`config.mk`:
```
export PLATFORM = sky130hd
export DESIGN_NAME = fb_pixel_writer
export DESIGN_NICKNAME = d
export VERILOG_FILES = /design/src/rtl/fb_pkg.sv /design/src/rtl/fb_xy_to_addr.sv /design/src/rtl/fb_pixel_writer.sv
export SDC_FILE = /design/constraint.sdc
export NUM_CORES = 1
export LEC_CHECK = 0
export BUFFER_PORTS_ARGS = -buffer_cell sky130_fd_sc_hd__clkbuf_2
export CORE_ASPECT_RATIO = 0.5
export CORE_MARGIN = 1
export CORE_UTILIZATION = 49
export CTS_BUF_LIST = sky130_fd_sc_hd__clkbuf_2
export CTS_CLUSTER_DIAMETER = 120
export DETAILED_ROUTE_END_ITERATION = 8
export PLACE_DENSITY = 0.84
export SYNTH_ARGS = -nofsm -noshare
export SYNTH_HDL_FRONTEND = slang
export SYNTH_SLANG_ARGS = --single-unit
```
`constraint.sdc`:
```
create_clock -name clk_50 -period 3.3 [get_ports clk_50]
set_input_delay 0.99 -clock clk_50 [delete_from_list [all_inputs] [get_ports clk_50]]
set_output_delay 0.99 -clock clk_50 [all_outputs]
set_load 0.03 [all_outputs]
```
`src/rtl/fb_pkg.sv`:
```
// Shared framebuffer geometry, writer FSM encoding and the 24-bit pixel layout.
package fb_pkg;
  localparam int FB_H_RES  = 640;
  localparam int FB_V_RES  = 480;
  localparam int FB_ADDR_W = 19;
  localparam int FB_PIXELS = FB_H_RES * FB_V_RES;

  typedef enum logic [1:0] {
    IDLE  = 2'd0,
    CLEAR = 2'd1,
    DONE  = 2'd2
  } fb_state_t;

  typedef struct packed {
    logic [7:0] r;
    logic [7:0] g;
    logic [7:0] b;
  } fb_rgb_t;
endpackage

```
`src/rtl/fb_xy_to_addr.sv`:
```
// Combinational (x, y) -> linear framebuffer address with an out-of-frame clip flag.
module fb_xy_to_addr
  import fb_pkg::*;
#(
  parameter int H_RES  = FB_H_RES,
  parameter int V_RES  = FB_V_RES,
  parameter int ADDR_W = FB_ADDR_W
) (
  input  logic [9:0]        x,
  input  logic [8:0]        y,
  output logic [ADDR_W-1:0] addr,
  output logic              clip
);
  logic [ADDR_W-1:0] xw;
  logic [ADDR_W-1:0] yw;

  assign xw = ADDR_W'(x);
  assign yw = ADDR_W'(y);

  // 640 = 512 + 128, so the standard line length needs only two shifts and an add.
  generate
    if (H_RES == 640) begin : g_640
      assign addr = (yw << 9) + (yw << 7) + xw;
    end else begin : g_generic
      assign addr = yw * ADDR_W'(H_RES) + xw;
    end
  endgenerate

  assign clip = (32'(x) >= H_RES) || (32'(y) >= V_RES);
endmodule

```
`src/rtl/fb_pixel_writer.sv`:
```
// Write-side framebuffer port: clipped pixel writes plus a whole-frame clear engine.
// Optional saturating clip counter output enabled by `define FB_WRITER_CLIP_CNT_EN.
module fb_pixel_writer
  import fb_pkg::*;
#(
  parameter int H_RES  = FB_H_RES,
  parameter int V_RES  = FB_V_RES,
  parameter int ADDR_W = FB_ADDR_W
) (
  input  logic              clk_50,
  input  logic              rst,
  input  logic              pix_valid,
  output logic              pix_ready,
  input  logic [9:0]        pix_x,
  input  logic [8:0]        pix_y,
  input  logic [23:0]       pix_rgb,
  input  logic              clear_req,
  input  logic [23:0]       clear_color,
  output logic              clear_busy,
  output logic              clear_done,
  output logic              pix_clipped,
  output logic              fb_we,
  output logic [ADDR_W-1:0] fb_addr,
  output logic [23:0]       fb_wdata,
  input  logic              fb_stall
`ifdef FB_WRITER_CLIP_CNT_EN
  ,
  output logic [15:0]       clip_count
`endif
);
  localparam logic [ADDR_W-1:0] LAST_ADDR = ADDR_W'(H_RES * V_RES - 1);

  fb_state_t         state;
  fb_state_t         state_nxt;
  logic              slot_free;
  logic              accept;
  logic              clear_start;
  logic              clear_issue;
  logic              last_issued;
  logic              last_done;
  logic [ADDR_W-1:0] clear_cnt;
  logic [ADDR_W-1:0] pix_addr;
  logic              pix_clip;
  fb_rgb_t           fill_rgb;

  fb_xy_to_addr #(
    .H_RES  (H_RES),
    .V_RES  (V_RES),
    .ADDR_W (ADDR_W)
  ) u_xy_to_addr (
    .x    (pix_x),
    .y    (pix_y),
    .addr (pix_addr),
    .clip (pix_clip)
  );

  assign slot_free = !fb_we || !fb_stall;
  assign accept    = pix_valid && pix_ready;
  // Only the final clear write can be in the slot once last_issued is set.
  assign last_done = last_issued && fb_we && !fb_stall;

  always_ff @(posedge clk_50) begin
    if (rst) state <= IDLE;
    else     state <= state_nxt;
  end

  always_comb begin
    state_nxt = state;
    case (state)
      IDLE:    if (clear_req) state_nxt = CLEAR;
      CLEAR:   if (last_done) state_nxt = DONE;
      DONE:    state_nxt = IDLE;
      default: state_nxt = IDLE;
    endcase
  end

  always_comb begin
    pix_ready   = (state == IDLE) && !clear_req && slot_free && !rst;
    clear_start = (state == IDLE) && clear_req && !rst;
    clear_issue = (state == CLEAR) && slot_free && !last_issued;
    clear_busy  = (state == CLEAR);
    clear_done  = (state == DONE);
  end

  // Clear address counter holds at the terminal address rather than wrapping.
  always_ff @(posedge clk_50) begin
    if (rst) begin
      clear_cnt   <= '0;
      last_issued <= 1'b0;
    end else if (clear_start) begin
      clear_cnt   <= '0;
      last_issued <= 1'b0;
    end else if (clear_issue) begin
      if (clear_cnt == LAST_ADDR) last_issued <= 1'b1;
      else                        clear_cnt   <= clear_cnt + 1'b1;
    end
  end

  always_ff @(posedge clk_50) begin
    if (clear_start) fill_rgb <= clear_color;
  end

  // Output slot: loads only when free, otherwise holds stable under fb_stall.
  always_ff @(posedge clk_50) begin
    if (rst) begin
      fb_we    <= 1'b0;
      fb_addr  <= '0;
      fb_wdata <= '0;
    end else if (slot_free) begin
      if (clear_issue) begin
        fb_we    <= 1'b1;
        fb_addr  <= clear_cnt;
        fb_wdata <= fill_rgb;
      end else if (accept && !pix_clip) begin
        fb_we    <= 1'b1;
        fb_addr  <= pix_addr;
        fb_wdata <= pix_rgb;
      end else begin
        fb_we    <= 1'b0;
      end
    end
  end

  always_ff @(posedge clk_50) begin
    if (rst) pix_clipped <= 1'b0;
    else     pix_clipped <= accept && pix_clip;
  end

`ifdef FB_WRITER_CLIP_CNT_EN
  function automatic logic [15:0] sat_inc16(input logic [15:0] v);
    return (v == 16'hFFFF) ? v : v + 16'd1;
  endfunction

  always_ff @(posedge clk_50) begin
    if (rst || clear_start) clip_count <= '0;
    else if (pix_clipped)   clip_count <= sat_inc16(clip_count);
  end
`endif
endmodule

```
Word level (Yosys, flattened, before mapping). Index checks and enable logic that the tools add are counted.

Register bits: 91. Bits in latches: 0. RAM bits: 0. ROM bits: 0. Output and inout bits: 48. Memories kept: 0.

$add $sub $neg: 3. Multiply operators: 0. Divide/modulo/power cells: 0. Magnitude comparators: 2. Equality and inequality tests: 5. Shift-type cells: 0. Muxes and demuxes: 9. Bitwise gates (word level): 1. Reduce and logical (&&, ||, !) cells: 27.

Operators with widths (count): 24-bit 2-to-1 mux (2); 19-bit 2-to-1 mux (2); 18-bit by 16-bit adder with 19-bit output (1); 19-bit by 1-bit adder with 19-bit output, second input constant (1); 19-bit by 10-bit adder with 19-bit output (1); 19-bit == test, second input constant (1); 1-bit logical AND (12); 10-bit greater-or-equal comparator, second input constant (1); 9-bit greater-or-equal comparator, second input constant (1); 2-bit AND reduction (4); 1-bit logical NOT (6); 2-bit 2-to-1 mux (2); 2-bit one-hot mux with 2 select lines (1); 2-bit by 1-bit == test with 1-bit output, second input constant (1); 2-bit == test, second input constant (1); 2-bit logical NOT (1); 1-bit logical OR (2); 1-bit 2-to-1 mux (2); 2-bit by 1-bit inequality test with 1-bit output, second input constant (1); 2-bit inequality test, second input constant (1); 2-bit nonzero test (1); 2-bit OR reduction (1); 1-bit inverter (1).

Longest topological paths before layout.
Word-level depth: 8. Gate-level depth with buffers: 10.

Hierarchy. Synthesis repeated with hierarchy kept, for this count alone.

Cell total of the unflattened synthesis: 484. Area total of the unflattened synthesis: 4523.1 sq um.

Modules (own cells, without submodules): fb_pixel_writer (times used 1, cells each 406, area an instance 3881.2 sq um, seq. area each 2062.0 sq um); fb_xy_to_addr (times used 1, cells each 78, area an instance 641.9 sq um, seq. area each 0.0 sq um).

Worst setup path after synthesis. No wires, ideal clock.

Kind: in2reg. Start: input port pix_x[9]. End: register fb_addr[18]. Library setup time: 131 ps. Arrival: 3008 ps. Setup slack: 160 ps. Cell stages on the path: 10. Cell sequence: inv_1 > fa_1 > inv_1 > fa_1 > a21oi_1 > o22ai_1 > o41ai_1 > nor2_1 > o211ai_1 > a31oi_1.

Word-level cells in the longest chain between the ends: 6. Elaborated cells on any way between the ends: 9. Classes of those cells: 1 x add/sub; 1 x order compare; 2 x mux; 5 x reduce/logical.

Ends and longest elaborated chain: from (decl) (RTL line fb_pixel_writer.sv:14) `input logic [9:0] pix_x,`; 10-bit greater-or-equal comparator (RTL line fb_xy_to_addr.sv:29) `assign clip = (32'(x) >= H_RES) || (32'(y) >= V_RES);`; 1-bit logical OR (RTL line fb_xy_to_addr.sv:29); 1-bit logical NOT (RTL line fb_pixel_writer.sv:114) `end else if (accept && !pix_clip) begin`; 1-bit logical AND (RTL line fb_pixel_writer.sv:114); 2-bit nonzero test (no source line); 2-bit AND reduction (no source line); to (signal assigned) (RTL line fb_pixel_writer.sv:112) `fb_addr <= clear_cnt;`; to (signal assigned) (RTL line fb_pixel_writer.sv:116) `fb_addr <= pix_addr;`; to (decl) (RTL line fb_pixel_writer.sv:23) `output logic [ADDR_W-1:0] fb_addr,`.

Parallel ways exist; a longest one is shown, timed or not. The select of a mux whose other input is x is not followed. A chain may end at the register's enable or synchronous reset.

Worst setup path after layout. Ends and elaborated chain as after synthesis.

==> summary.txt <==
Power
  – P_leak: 2.13 nW
  – Switching Share: 33.0%
  – Comb pwr share: between 20% and 30%
  – Final Power: 0.00242 W
  – Switching Power: 0.000799 W
  – Pwr dens: between 400 and 500 nW/µm²
  – Flop pwr share: 52.4%
  – Internal power: 0.00162 W
  – Clk network pwr share: 23.1%
  – VDD IR-drop max: roughly 0.28 mV

Die
  – Starting Density: 52.5%
  – Die height: 68.6 µm
  – I/O Pins: 120
  – Die area: 9280 µm²
  – # rows: 23
  – Die span in x: 135 µm
  – Core footprint: around 8300 µm²

Synth
  – Mapped Cells: 451
  – Top cell type's share of synthesized area: between 30% and 40%
  – Mapped Nets: 543
  – Synth area leaders: dfxtp_1, edfxtp_1, nand2_1
  – Post-synth EDFFs: 24
  – Async SR Flop Fraction: 0%
  – Seq/Total Area, Yosys: 47.4%
  – Synthesized flop and latch total: 91
  – Syn_area_per_cell: between 9 and 10 µm²
  – Cell taking the most area after synthesis: dfxtp_1
  – Yosys Warn Count: 0
  – Post-synth top flop: dfxtp_1
  – Cell variety after synth: 49
  – Mapped Area: 4350 µm²

Worst setup path
  – Crit-path cells: clkbuf_2 -> inv_1 -> fa_1 -> inv_1 -> fa_1 -> a21oi_1 -> o22ai_1 -> o41ai_1 -> nor2_1 -> o211ai_1 -> a31oi_1
  – Data required, critical path: 3.71 ns
  – WP data arrival: 3.33 ns
  – Worst reg2reg startpoint: clear_cnt[0]$_SDFFE_PP0P_
  – Slowest stage cell on the critical path: fa_1
  – Startpoint types: input pin
  – Setup CP Type: in -> reg
  – R2R Setup Slk: approximately 1.1 ns
  – Crit path buf inv count: 3
  – Critical path's top delay family: compound AO/OA/AOI/OAI gates
  – Reg2reg end: clear_cnt[17]$_SDFFE_PP0P_
  – Crit-path max FO: 2
  – Max stage delay on crit path: 0.54 ns
  – Worst reg2reg path depth: 7
  – Critical Path Sink Type: register

Timing
  – Setup Viol. Count Final: 0
  – Count of pins over their slew limit: 0
  – Final clock period utilization by the worst path: between 80% and 90%
  – Final worst path period need: 2.92 ns
  – Peak Freq: roughly 0.34 GHz
  – Slew Limit Headroom: 40.4%
  – Slew at the pin closest to its max-slew limit: 0.894 ns
  – Unrepaired setup endpoints after global routing: false
  – Clock Skew: ~0.028 ns
  – Setup TNS: 0 ns
  – Final Hold Viols: 0

Placed design
  – Dpl hpwl: 6950 µm
  – RD Place Congestion: 0.829
  – # port buffers: 119

Route
  – Post-DR vias/cell: 5.27
  – Detailed-route via count: 3593
  – Drt total wl: 9840 µm
  – TritonRoute pass-1 iters: 5
  – Number of remaining DRC errors: 0
  – Average routed wire per standard cell: about 14 µm
  – DRT iter0 DRCs: ~310
  – Detail Route Antenna Nets: 0

Hold path
  – Hold Path Sink: state[1]$_SDFFE_PP0P_
  – Min-delay src: fb_we$_SDFFE_PP0N_
  – Hold Crit Depth: 2
  – Hold Crit Class: reg -> reg

Run
  – Max cap viols: 0

Global routing
  – Tot GR Track Use: 22.0%
  – Antenna violations before repair: 0
  – First-pass GRT wire length: between 15000 and 20000 µm
  – Vias in the first global route: 3290
  – Total grt overflow: 0
  – Pin count of the biggest net entering global routing: 80

CTS
  – CTS tree: done
  – Clock latency on the worst-skew pair: 0.56 ns
  – Cts repair resizes: 0
  – Setup Buffers After CTS: 0
  – CTS sink cnt: slightly above 90
  – Hold_buf cts: 0
  – CTS Buf Count: 9
  – Clk slew on worst S/H paths: 0.22 ns
  – Bufs on Longest Clock Path: 2
  – Clock root cell: clkbuf_2
  – H-tree Lvls: 3

Layout
  – Fill count: 702
  – Diode count: 0
  – Layout cells sized above 1: 30.9%
  – Nets: 657
  – Area delta synth->final: 18.6%

Run status
  – Status: completed
sequential cells by signal, summed over array words and instances, names as in the netlist:
register / flops
pix_clipped: 1
fb_addr: 19
fb_wdata: 24
fb_we: 1
state: 2
fill_rgb: 24
clear_cnt: 19
last_issued: 1
tightest hold or removal path: stages, from the launching register on:
cell and delay, ns:
dfxtp_1 0.38, nand2_1 0.07, nor4_1 0.04
cells in the final DEF, fill, tap and decap left out, drive strengths merged, types with 5 or more instances in the layout:
master	Yosys	routed
clkbuf	18	129
nand2	86	86
nor2	71	71
dfxtp	67	67
a311oi	34	34
edfxtp	24	24
ha	18	18
a21oi	13	13
nand3	13	13
buf	10	12
xor2	11	11
xnor2	11	11
inv	9	11
o21ai	8	8
nand4	6	6
a211oi	6	6
and3	5	5
or3	5	5
metal layers:
layer / part of all wire, % / global-route usage [%] / wire length (µm) / vias up
li1: - / - / - / 1826
met1: 45 / 27.9 / 4440 / 1647
met2: 48 / 37.5 / 4700 / 111
met3: 5.9 / 5.34 / 582 / 9
met4: 1.1 / 7.02 / 108 / 0
met5: 0 / 0 / 0 / -
synthesized netlist by cell type, drive strengths merged, types with 5 or more instances:
library cell	n
a211oi	6
a21oi	13
a311oi	34
and3	5
buf	10
clkbuf	18
dfxtp	67
edfxtp	24
ha	18
inv	9
nand2	86
nand3	13
nand4	6
nor2	71
o21ai	8
or3	5
xnor2	11
xor2	11
final cells by class:
cell class,instances,area (µm²),area share (%)
clock inverter,6,63.8,1.24
clock buffer,10,50.0,0.970
multi-input combinational,323,2110,40.9
tap,112,140,2.72
timing repair buffer,131,698,13.5
sequential,91,2060,40.0
inverter,9,33.8,0.655
cells by family after synthesis:
| group | Yosys count | share of synthesized area, % |
|---|---|---|
| AND/OR/NAND/NOR | 203 | 21.6 |
| flip-flops | 91 | 47.4 |
| AO/OA/AOI/OAI | 77 | 16.1 |
| buffers and inverters | 37 | 4.14 |
| XOR/XNOR | 22 | 4.43 |
| adder cells (fa/ha/maj) | 20 | 6.10 |
| multiplexers | 1 | 0.230 |
power by group through the flow:
stage / Sequential, W / Clock (W) / Combinational [W]
global route: 0.00128 / 0.000615 / 0.000641
floorplan: 0.00140 / 0 / 0.000297
detailed placement: 0.00129 / 0 / 0.000593
CTS: 0.00127 / 0.000570 / 0.000595
finish: 0.00127 / 0.000559 / 0.000593
global placement: 0.00129 / 0 / 0.000579
worst max path at each step:
stage	startpoint	end	slack, ns	cells past startpoint
after floorplan	pix_x[9]	fb_addr[18]$_SDFFE_PP0P_	0.16	10
after global placement	pix_x[9]	fb_addr[18]$_SDFFE_PP0P_	-0.02	11
after detailed placement	pix_x[9]	fb_addr[18]$_SDFFE_PP0P_	-0.17	11
after CTS	pix_x[9]	fb_addr[18]$_SDFFE_PP0P_	0.46	11
after global routing	pix_x[9]	fb_addr[18]$_SDFFE_PP0P_	0.40	11
final	pix_x[9]	fb_addr[18]$_SDFFE_PP0P_	0.38	11
per-stage QoR:
| stage | utilization, % | setup slack, ns | instances | instance area (µm²) | hold WS, ns |
|---|---|---|---|---|---|
| final | 62.3 | 0.383 | 682 | 5160 | 0.503 |
| after CTS | 62.3 | 0.460 | 682 | 5160 | 0.506 |
| after global placement | 60.9 | -0.0220 | 666 | 5050 | 0.467 |
| after global routing | 62.3 | 0.399 | 682 | 5160 | 0.523 |
| after floorplan | - | 0.160 | 451 | 4350 | 0.467 |
| after detailed placement | 60.9 | -0.169 | 666 | 5050 | 0.471 |
No activity file was read; power rests on OpenSTA's default activity.
